File: src/rtl/serial_chunk_adder.sv
// serial_chunk_adder: WIDTH-bit add/subtract computed CHUNK bits per clock with a registered carry.
// Optional signed-overflow output is enabled by defining ADDER_OVF_EN.
`default_nettype none

module serial_chunk_adder #(
  parameter int WIDTH = 16,
  parameter int CHUNK = 4
) (
  input  logic             clk,
  input  logic             rst,
  input  logic             in_valid,
  output logic             in_ready,
  input  logic [WIDTH-1:0] a,
  input  logic [WIDTH-1:0] b,
  input  logic             cin,
  input  logic             sub,
  output logic             out_valid,
  input  logic             out_ready,
  output logic [WIDTH-1:0] sum,
  output logic             cout
`ifdef ADDER_OVF_EN
  ,
  output logic             ovf
`endif
);

  localparam int NCHUNK = WIDTH / CHUNK;
  localparam int CNT_W  = (NCHUNK > 1) ? $clog2(NCHUNK) : 1;
  localparam logic [CNT_W-1:0] C_LAST = CNT_W'(NCHUNK - 1);

  generate
    if ((CHUNK < 1) || (WIDTH % CHUNK != 0)) begin : g_bad_chunk
      $error("serial_chunk_adder: WIDTH must be a positive multiple of CHUNK");
    end
  endgenerate

  typedef enum logic [1:0] {
    S_IDLE = 2'd0,
    S_CALC = 2'd1,
    S_DONE = 2'd2
  } state_t;

  state_t           r_state;
  state_t           w_next;
  logic             w_accept;
  logic             w_last;
  logic [WIDTH-1:0] r_opa;
  logic [WIDTH-1:0] r_opb;
  logic             r_carry;
  logic [CNT_W-1:0] r_cnt;
  logic [WIDTH-1:0] r_sum;
  logic             r_cout;
  logic [CHUNK:0]   w_chunk_sum;
  logic [WIDTH-1:0] w_acc_next;

  assign w_last      = (r_cnt == C_LAST);
  assign w_chunk_sum = {1'b0, r_opa[CHUNK-1:0]} + {1'b0, r_opb[CHUNK-1:0]}
                     + {{CHUNK{1'b0}}, r_carry};

  // Each new chunk enters at the MSB end, so after NCHUNK steps the
  // accumulator holds the full result in order.
  generate
    if (CHUNK == WIDTH) begin : g_single
      assign w_acc_next = w_chunk_sum[CHUNK-1:0];
    end else begin : g_multi
      logic [WIDTH-CHUNK-1:0] r_acc;
      assign w_acc_next = {w_chunk_sum[CHUNK-1:0], r_acc};
      always_ff @(posedge clk or posedge rst) begin
        if (rst) begin
          r_acc <= '0;
        end else if (r_state == S_CALC) begin
          r_acc <= w_acc_next[WIDTH-1:CHUNK];
        end
      end
    end
  endgenerate

  always_ff @(posedge clk or posedge rst) begin
    if (rst) begin
      r_state <= S_IDLE;
    end else begin
      r_state <= w_next;
    end
  end

  always_comb begin
    w_next    = r_state;
    in_ready  = 1'b0;
    out_valid = 1'b0;
    w_accept  = 1'b0;
    case (r_state)
      S_IDLE: begin
        in_ready = ~rst;
        w_accept = in_valid & ~rst;
        if (w_accept) begin
          w_next = S_CALC;
        end
      end
      S_CALC: begin
        if (w_last) begin
          w_next = S_DONE;
        end
      end
      S_DONE: begin
        out_valid = 1'b1;
        if (out_ready) begin
          w_next = S_IDLE;
        end
      end
      default: w_next = S_IDLE;
    endcase
  end

  always_ff @(posedge clk or posedge rst) begin
    if (rst) begin
      r_opa   <= '0;
      r_opb   <= '0;
      r_carry <= 1'b0;
      r_cnt   <= '0;
      r_sum   <= '0;
      r_cout  <= 1'b0;
    end else if (w_accept) begin
      r_opa   <= a;
      r_opb   <= sub ? ~b : b;
      r_carry <= sub ? 1'b1 : cin;
      r_cnt   <= '0;
    end else if (r_state == S_CALC) begin
      r_opa   <= r_opa >> CHUNK;
      r_opb   <= r_opb >> CHUNK;
      r_carry <= w_chunk_sum[CHUNK];
      r_cnt   <= r_cnt + 1'b1;
      // Result registers load only on the final chunk, so no partial sum is visible.
      if (w_last) begin
        r_sum  <= w_acc_next;
        r_cout <= w_chunk_sum[CHUNK];
      end
    end
  end

  assign sum  = r_sum;
  assign cout = r_cout;

`ifdef ADDER_OVF_EN
  logic r_ovf;
  logic w_msb_cin;

  // Carry into the MSB recovered from the MSB sum bit and its two operand bits.
  assign w_msb_cin = r_opa[CHUNK-1] ^ r_opb[CHUNK-1] ^ w_chunk_sum[CHUNK-1];

  always_ff @(posedge clk or posedge rst) begin
    if (rst) begin
      r_ovf <= 1'b0;
    end else if ((r_state == S_CALC) && w_last) begin
      r_ovf <= w_msb_cin ^ w_chunk_sum[CHUNK];
    end else if ((r_state == S_DONE) && out_ready) begin
      r_ovf <= 1'b0;
    end
  end

  assign ovf = r_ovf;
`endif

endmodule

`default_nettype wire

File: config.mk
export PLATFORM = sky130hd
export DESIGN_NAME = serial_chunk_adder
export DESIGN_NICKNAME = d
export VERILOG_FILES = /design/src/rtl/serial_chunk_adder.sv
export SDC_FILE = /design/constraint.sdc
export NUM_CORES = 1
export LEC_CHECK = 0
export ABC_AREA = 1
export CAP_MARGIN = 40
export CELL_PAD_IN_SITES_DETAIL_PLACEMENT = 1
export CELL_PAD_IN_SITES_GLOBAL_PLACEMENT = 1
export CORE_ASPECT_RATIO = 0.5
export CORE_MARGIN = 5
export CORE_UTILIZATION = 43
export DETAILED_ROUTE_END_ITERATION = 12
export PLACE_DENSITY_LB_ADDON = 0.1
export SKIP_LAST_GASP = 1
export SYNTH_ARGS = -nofsm -noshare
export SYNTH_HDL_FRONTEND = slang
export SYNTH_SLANG_ARGS = --single-unit
export TNS_END_PERCENT = 1
File: constraint.sdc
create_clock -name clk -period 5.1 [get_ports clk]
set_clock_uncertainty 0.1 [all_clocks]
set_input_delay 0.51 -clock clk [delete_from_list [all_inputs] [get_ports clk]]
set_output_delay 0.51 -clock clk [all_outputs]
set_load 0.02 [all_outputs]
==> impl_metrics.yaml <==
timing:
  drv_slew: 0
  slew_headroom: 0.406
  tightest_slew_ns: 0.888
  rsz0062_at_grt: "no"
  timing.fmax_ghz: 0.435
  finalCriticalPeriod_ns: 2.30
  tns_ns: 0
  period_share: 0.451
  setup_viol: 0
  finalHoldViolCount: 0
run_status:
  status: "complete, no violations"
logic_synthesis:
  ys_types: 28
  synth_area_per_cell_um2: 9.59
  ys_seq_area_frac: 0.538
  synthCells: 320
  synth-seq-cells: 66
  syn-cell-area_um2: 3070
  yosys_warnings: 0
  syn_nets: 364
grt:
  antenna_found_initial: 0
  grt_max_degree: 67
  grt_pass1_wl_um: 12000
  grt-ovfl-total: 0
  grt_usage: 0.170
  grt_pass1_vias: 2435
floorplan:
  die_x_um: 129
  ios: 57
  dieArea_um2: 9030
  rows: 21
  coreArea_um2: 6810
  chipHeight_um: 69.7
  start_util: 0.451
critical_path:
  crit_type: "input port to output pin"
  reg2reg_slack_ns: 3.02
  crit_fanout: 3
  crit_slowest_cell: "clkdlybuf4s50_1"
  cp-start-kind: "input port"
  cp_cell_sequence: "clkdlybuf4s50_1, nor2_1, clkdlybuf4s50_1"
  critical_path.most_common_cell: "clkdlybuf4s50_1"
  cpPeakStageDelay_ns: 0.61
  crit_family: "buffers and inverters"
  crit_required_ns: 4.49
  arrival_ns: 1.69
  crit_buf_inv: 2
  endpoint_kind: "output pin"
clocking:
  clkSinkCount: 66
  cts-root-buf: "clkbuf_16"
  clkLatencyLatePin_ns: 0.33
  htree_levels: 3
  cts_made_buffers: 9
  path_clk_slew_ns: 0.05
  post_cts_resized: 0
  cts_tree: "built"
  clock_path_buffers: 2
  cts_hold_buf: 0
  postCtsSetupBuffers: 0
power_and_ir_drop:
  peakVddDrop_v: 0.000232
  seqPwrFrac: 0.357
  p_int_mw: 1.53
  p_clk_frac: 0.249
  power_mw: 2.49
  p_leak_nw: 1.78
  combPwrFrac: 0.394
  switchingPower_mw: 0.956
  p_sw_frac: 0.385
  p_per_area_nw_per_um2: 631
detailed_routing:
  antenna_left: 0
  first_pass_iters: 4
  via_count: 2370
  wirelength_um: 7260
  drc_errors: 0
  drt_iter0_markers: 105
  vias_per_cell: 5.06
  routedWlPerCell_um: 15.5
run:
  cap_viol_max_count: 0
placement:
  place_congestion: 0.749
  numPortBuffers: 56
  hpwl_um: 4680
cells_and_area:
  area_growth_pct: 28.5
  diodes: 0
  final_common_cell: "nand2_1"
  layout_common_cells: "nand2_1, dfrtp_1, clkdlybuf4s50_1"
  final_nets: 415
  utilization: 0.579
  drive_gt1_frac: 0.106
worst_hold_path:
  hold_class: "register to register"
[worst paths after layout]
check,startpoint,end,cells after the start
worst max-delay path,rst,in_ready,3
worst min-delay path,sum[3],sum[3],2
worst max register to register,r_state[0],r_opa[11],5
worst min register to register,sum[3],sum[3],2
max in group asynchronous,rst,r_opb[13],3
min in group asynchronous,rst,g_multi.r_acc[7],3
[cell type report]
class / count / area [um2]
Sequential cell: 66 / 1650
Clock buffer: 11 / 253
Inverter: 24 / 90.1
Clock inverter: 5 / 52.6
Multi-Input combinational cell: 212 / 1200
Fill cell: 771 / 2860
Timing Repair Buffer: 58 / 583
Tap cell: 92 / 115
[synthesized netlist by cell type (all sizes together)]
library cell,instances,area [um2]
nand2,83,324
buf,16,119
inv,24,90.1
xor2,1,8.76
or2,1,6.26
dfrtp,66,1650
o211ai,16,130
o21ai,31,193
clkbuf,2,11.3
fa,2,40.0
a21oi,3,15.0
nor2,8,48.8
xnor2,16,140
o31ai,1,7.51
ha,4,50.1
nand3,45,225
o21a,1,7.51
[through the flow]
step           instance area (um2)  cells  hold WS (ns)  setup WS [ns]
6_report                      3940    468         0.372           2.80
5_1_grt                       3940    468         0.385           2.64
4_1_cts                       3930    467         0.374           2.79
3_5_place_dp                  3620    451         0.362           2.55
3_3_place_gp                  3620    451         0.352           2.61
2_1_floorplan                 3070    320         0.349           2.84
[sequential cells by signal (all words and copies together), names as in the netlist]
| name | cells |
|---|---|
| cout | 1 |
| g_multi.r_acc | 12 |
| r_carry | 1 |
| r_cnt | 2 |
| r_opa | 16 |
| r_opb | 16 |
| r_state | 2 |
| sum | 16 |
[tightest hold or removal path: stages (launching register included)]
cell and delay [ns]:
dfrtp_1 0.34, nand2_1 0.06, nand2_1 0.05
[power by group through the flow]
stage                     clock network (mW)  registers [mW]  logic [mW]
after detailed placement                   0           0.893       0.974
final                                  0.620           0.888       0.978
after CTS                              0.636           0.889       0.997
after floorplan                            0           0.925       0.647
after global placement                     0           0.876       0.920
after global routing                   0.658           0.912        1.10
[cell families after synthesis]
logic type / Yosys count / synth area share
fa+ha+maj: 6 / 0.0294
compound gates: 52 / 0.115
buf+inv: 42 / 0.0718
xor+xnor: 17 / 0.0485
flops: 66 / 0.538
simple gates: 137 / 0.197
[per-layer routing]
metal  vias up  wire (um)  GRT usage  share of wire
met5         -          0          0              0
met2        55       3530      0.275           0.49
met1      1151       3310      0.215           0.46
li1       1157          -          -              -
met3         7        338     0.0623          0.047
met4         0         82     0.0449          0.011
Note: power is estimated with default switching activity, not from simulation.
